File: src/rtl/puf_response_uart_tx.sv
// 8N1 UART transmitter for a latched PUF response: HEADER, NBYTES data bytes
// (LSB byte first), then the XOR of the data bytes.
module puf_response_uart_tx #(
  parameter int          CLKS_PER_BIT = 434,
  parameter int          NBYTES       = 5,
  parameter logic [7:0]  HEADER       = 8'hA5
) (
  input  logic                  Clk,
  input  logic                  reset,
  input  logic                  start,
  input  logic [8*NBYTES-1:0]   response,
  output logic                  tx,
  output logic                  busy,
  output logic                  done
);
  localparam int BCW = (CLKS_PER_BIT > 1) ? $clog2(CLKS_PER_BIT) : 1;
  localparam int BIW = $clog2(NBYTES + 2);
  localparam logic [BCW-1:0] BAUD_LAST = BCW'(CLKS_PER_BIT - 1);
  localparam logic [BIW-1:0] IDX_LAST  = BIW'(NBYTES + 1);
  localparam logic [BIW-1:0] IDX_DATA  = BIW'(NBYTES);

  typedef enum logic [1:0] {IDLE, START, DATA, STOP} state_t;

  state_t                state_q, state_d;
  logic [BCW-1:0]        baud_q, baud_d;
  logic [2:0]            bit_q, bit_d;
  logic [BIW-1:0]        idx_q, idx_d;
  logic [7:0]            byte_q, byte_d;
  logic [7:0]            chk_q, chk_d;
  logic [8*NBYTES-1:0]   shreg_q, shreg_d;
  logic                  tx_q, tx_d;
  logic                  busy_q, busy_d;
  logic                  done_q, done_d;

  logic [7:0]            chk_in;
  logic [2:0]            bit_nxt;
  logic                  baud_end;

  always_comb begin
    chk_in = 8'h00;
    for (int i = 0; i < NBYTES; i++) chk_in = chk_in ^ response[8*i +: 8];
  end

  assign bit_nxt  = bit_q + 3'd1;
  assign baud_end = (baud_q == BAUD_LAST);

  always_comb begin
    state_d = state_q;
    baud_d  = baud_q;
    bit_d   = bit_q;
    idx_d   = idx_q;
    byte_d  = byte_q;
    chk_d   = chk_q;
    shreg_d = shreg_q;
    tx_d    = tx_q;
    busy_d  = busy_q;
    done_d  = 1'b0;
    // tx_d is the line level for the cycle after this edge, so each branch
    // sets it from the state being entered.
    unique case (state_q)
      IDLE: begin
        tx_d   = 1'b1;
        baud_d = '0;
        if (start) begin
          state_d = START;
          tx_d    = 1'b0;
          busy_d  = 1'b1;
          byte_d  = HEADER;
          idx_d   = '0;
          shreg_d = response;
          chk_d   = chk_in;
        end
      end
      START: begin
        tx_d   = 1'b0;
        baud_d = baud_q + 1'b1;
        if (baud_end) begin
          baud_d  = '0;
          state_d = DATA;
          bit_d   = 3'd0;
          tx_d    = byte_q[0];
        end
      end
      DATA: begin
        tx_d   = byte_q[bit_q];
        baud_d = baud_q + 1'b1;
        if (baud_end) begin
          baud_d = '0;
          if (bit_q == 3'd7) begin
            state_d = STOP;
            tx_d    = 1'b1;
          end else begin
            bit_d = bit_nxt;
            tx_d  = byte_q[bit_nxt];
          end
        end
      end
      STOP: begin
        tx_d   = 1'b1;
        baud_d = baud_q + 1'b1;
        if (baud_end) begin
          baud_d = '0;
          if (idx_q < IDX_LAST) begin
            idx_d   = idx_q + 1'b1;
            state_d = START;
            tx_d    = 1'b0;
            if (idx_q < IDX_DATA) begin
              byte_d  = shreg_q[7:0];
              shreg_d = shreg_q >> 8;
            end else begin
              byte_d  = chk_q;
            end
          end else begin
            state_d = IDLE;
            busy_d  = 1'b0;
            done_d  = 1'b1;
          end
        end
      end
      default: state_d = IDLE;
    endcase
  end

  always_ff @(posedge Clk) begin
    if (!reset) begin
      state_q <= IDLE;
      baud_q  <= '0;
      bit_q   <= '0;
      idx_q   <= '0;
      byte_q  <= '0;
      chk_q   <= '0;
      shreg_q <= '0;
      tx_q    <= 1'b1;
      busy_q  <= 1'b0;
      done_q  <= 1'b0;
    end else begin
      state_q <= state_d;
      baud_q  <= baud_d;
      bit_q   <= bit_d;
      idx_q   <= idx_d;
      byte_q  <= byte_d;
      chk_q   <= chk_d;
      shreg_q <= shreg_d;
      tx_q    <= tx_d;
      busy_q  <= busy_d;
      done_q  <= done_d;
    end
  end

  assign tx   = tx_q;
  assign busy = busy_q;
  assign done = done_q;
endmodule

File: config.mk
export PLATFORM = sky130hd
export DESIGN_NAME = puf_response_uart_tx
export DESIGN_NICKNAME = d
export VERILOG_FILES = /design/src/rtl/puf_response_uart_tx.sv
export SDC_FILE = /design/constraint.sdc
export NUM_CORES = 1
export LEC_CHECK = 0
export CAP_MARGIN = 20
export CORE_AREA = 2 2 111 113
export DETAILED_ROUTE_END_ITERATION = 8
export DIE_AREA = 0 0 113 115
export GPL_ROUTABILITY_DRIVEN = 1
export GPL_TIMING_DRIVEN = 0
export PLACE_DENSITY = 0.52
export RECOVER_POWER = 100
export SETUP_SLACK_MARGIN = 0.4
export SLEW_MARGIN = 20
export SYNTH_ARGS = -nofsm -noshare
export SYNTH_HDL_FRONTEND = slang
export SYNTH_SLANG_ARGS = --single-unit
File: constraint.sdc
create_clock -name Clk -period 2.7 [get_ports Clk]
set_clock_uncertainty 0.2 [all_clocks]
set_input_delay 0.405 -clock Clk [delete_from_list [all_inputs] [get_ports Clk]]
set_output_delay 0.405 -clock Clk [all_outputs]
set_load 0.005 [all_outputs]
==> impl_results.md <==
* GRT overflow at 0
* Layout Utilization at between 40% and 50%
* Class of the worst hold path: reg -> reg
* CP top delay family: simple AND/OR/NAND/NOR gates
* Vias at 3512
* Die area at 13000 um^2
* DP Worst Slack at -202 ps
* Hold Slack at 262 ps
* Pwr dens at 908 nW/um^2
* Maximum clock frequency at between 400 and 500 MHz
* Clock Tree Root: clkbuf_16
* CTS tree: yes
* Number of synthesized flops with an enable pin at 0
* Core Region at about 12000 um^2
* Initial antenna violation count at 0
* Post-route ant nets at 0
* Worst path cell trace: inv_1 -> ha_1 -> nor2b_1 -> a41oi_4 -> nor2_1 -> buf_2 -> o211a_1
* Area share of xor/xnor cells in the synthesized design at 9.42%
* Synth Area in Simple Gates at 14.8%
* Number of global-route vias before repair at between 3000 and 4000
* Critical path data required time at 2770 ps
* Initial drt markers at 202
* Cts hold-fix bufs at 0
* Crit path DAT at 2470 ps
* Post-Synth Adder-Cell Area at just over 3%
* Setup ws final at approximately 310 ps
* CTS clock-pin slew for the worst setup and hold paths at 60 ps
* Post-synth cell types at 44
* Hold Violations, Final at 0
* Pre-Repair DR Iteration Count at 8
* First-pass GRT wire length at 18800 um
* Largest family of logic cells by synthesized area: compound AO/OA/AOI/OAI gates
* CP startpoint kind: register
* Largest net degree at the start of global routing at 14
* Pleak at 2.09 nW
* Compound-gate portion of the synthesized area at 19.0%
* Final Slew Violations at 0
* Post-Syn Instances at 423
* Die Width at 113 um
* Total power draw at 4.62 mW
* Setup Total Neg Slack at 0 ps
* Crit-path slowest cell: nor2b_1
* Post-detail-place hpwl at ~8700 um
* Proportion of layout cells with a drive suffix above 1 at 10.5%
* Routed vias/inst at approximately 5.6
* Post-Route WL at 11900 um
* Total CTS buffers at 9
* CP Max Fanout at 10
* Synth area leader: dfxtp_1
* Synth area leaders: dfxtp_1, mux2i_1, o211a_1
* Outcome: finished, violations left
* Gpl congestion at 0.787
* Nets@finish at approximately 530
* Crit path time final at 2390 ps
* IO Port Bufs at 43
* Failing checks: design-rule violations
* FF+latch count, synth at 76
* Post-Syn Area at approximately 4100 um^2
* DRC viols at 3
* Slowest Stage Delay on Critical Path at 420 ps
* N_diodes at 0
* Bufs and invs on worst path at 2
* Mapped Avg Cell Area at 9.58 um^2
* Sequential element share of the synthesized area at between 30 and 40%
* Worst-Margin Slew at 686 ps
* H-tree lvl count at 3
* Maximum VDD drop at 0.357 mV
* Crit share post-route at about 89%
* Max cap viols at 0
* Ys async rst share at 0%
* Kind of critical path: reg -> reg
* Total track usage at between 10% and 20%
* Clock latency on the worst-skew pair at 330 ps
* Top cell type's share of synthesized area at a little under two fifths
* Die H at 115 um
* Max Root-Sink Buffers at 2
* # IOs at 46
* CP endpoint kind: register
* Clock sink count at 76
* Row count at 40
* Synthesized Nets at 476
* Register area at 1520 um^2
* Area of the multi-input gates at 2420 um^2
* Mux cell area share after synthesis at 12.2%
* Synth Warn # at 0
* RSZ-0062 raised after global routing: true
* Worst relative slew slack at 54.3%
* # fillers at ~1200
* Post-synth top flop: dfxtp_1
* Starting density of the core at 34.3%
* Routed wire per std cell at 18.8 um
* Setup violations, final at 0
* Synthesis-to-layout area growth at 25.4%
-- worst register-to-register path: cells and delay by family (launching register included) --
kind | cells | cell delay, ps
buffers and inverters | 2 | 480
flip-flops | 1 | 340
AND/OR/NAND/NOR | 2 | 770
adder cells (fa/ha/maj) | 1 | 310
AO/OA/AOI/OAI | 2 | 240
-- flip-flops by register name, summed over array words and instances, names as in the netlist --
register and cells:
idx_q 3, byte_q 8, bit_q 3, busy 1
tx 1, chk_q 8, done 1, baud_q 9
shreg_q 40, state_q 2
-- Yosys cell counts, types with 4 or more instances --
| library cell | instances |
|---|---|
| xor2_1 | 10 |
| mux2_2 | 6 |
| o2111ai_1 | 4 |
| o211a_1 | 32 |
| nand2_1 | 14 |
| o21ai_0 | 14 |
| inv_1 | 9 |
| a211oi_1 | 5 |
| ha_1 | 10 |
| clkbuf_1 | 22 |
| a21oi_1 | 29 |
| xnor2_1 | 13 |
| buf_1 | 7 |
| xnor3_1 | 8 |
| dfxtp_1 | 76 |
| nor2_1 | 27 |
| nand3_1 | 40 |
| nand4_1 | 15 |
| mux2i_1 | 36 |
| nand2b_1 | 4 |
-- layout make-up --
cell class	instances	share of cell area, %
clock buffer	10	4.50
sequential	76	29.9
multi-input combinational	306	47.6
buffer	32	3.05
tap	147	3.62
clock inverter	6	1.72
timing repair buffer	46	8.91
inverter	9	0.665
-- final timing paths --
| path | from | to | slack [ps] | cells after the start |
|---|---|---|---|---|
| setup reg to reg | state_q[1] | shreg_q[24] | 310 | 7 |
| setup / recovery | state_q[1] | shreg_q[24] | 310 | 7 |
| hold / removal | chk_q[0] | chk_q[0] | 260 | 2 |
| hold reg to reg | chk_q[0] | chk_q[0] | 260 | 2 |
-- timing repair --
action,in CTS,in global routing
pin swaps,2,0
cloned,0,0
resized for setup,18,31
setup endpoints to repair,45,58
setup buffers,3,0
-- cell usage in the layout, fill, tap and decap left out, types with 9 or more instances in the layout --
cell | netlist | final
a21oi_1 | 29 | 29
clkbuf_1 | 22 | 15
clkbuf_16 | 0 | 9
clkdlybuf4s50_1 | 0 | 40
dfxtp_1 | 76 | 76
ha_1 | 10 | 10
inv_1 | 9 | 9
mux2i_1 | 36 | 34
nand2_1 | 14 | 14
nand3_1 | 40 | 40
nand4_1 | 15 | 15
nor2_1 | 27 | 27
o211a_1 | 32 | 32
o21ai_0 | 14 | 14
xnor2_1 | 13 | 13
xor2_1 | 10 | 10
-- cells by family after synthesis --
group	count (synthesis)
muxes	45
buffers and inverters	41
xor gates and xnor gates	31
AOI/OAI and AO/OA	104
DFF	76
and+or+nand+nor	116
adders and majority gates	10
-- layer usage --
| layer | vias to the layer above | GRT usage, % | wire, um |
|---|---|---|---|
| li1 | 1689 | - | - |
| met2 | 83 | 28.6 | 5310 |
| met1 | 1727 | 27.0 | 5930 |
| met5 | - | 0 | 0 |
| met3 | 13 | 3.53 | 471 |
| met4 | 0 | 6.75 | 187 |
-- through the flow --
stage | std cells | instance area [um^2]
6_report | 632 | 5080
5_1_grt | 632 | 5080
4_1_cts | 632 | 5060
3_5_place_dp | 613 | 4670
3_3_place_gp | 613 | 4670
2_1_floorplan | 423 | 4050
-- where the power goes --
part           internal, mW  switching [mW]  total [mW]  leakage [nW]
Combinational         0.695            1.03        1.73          1.31
Clock                 0.812           0.480        1.29         0.157
Sequential             1.42           0.179        1.60         0.625
No activity file was read; power rests on OpenSTA's default activity.
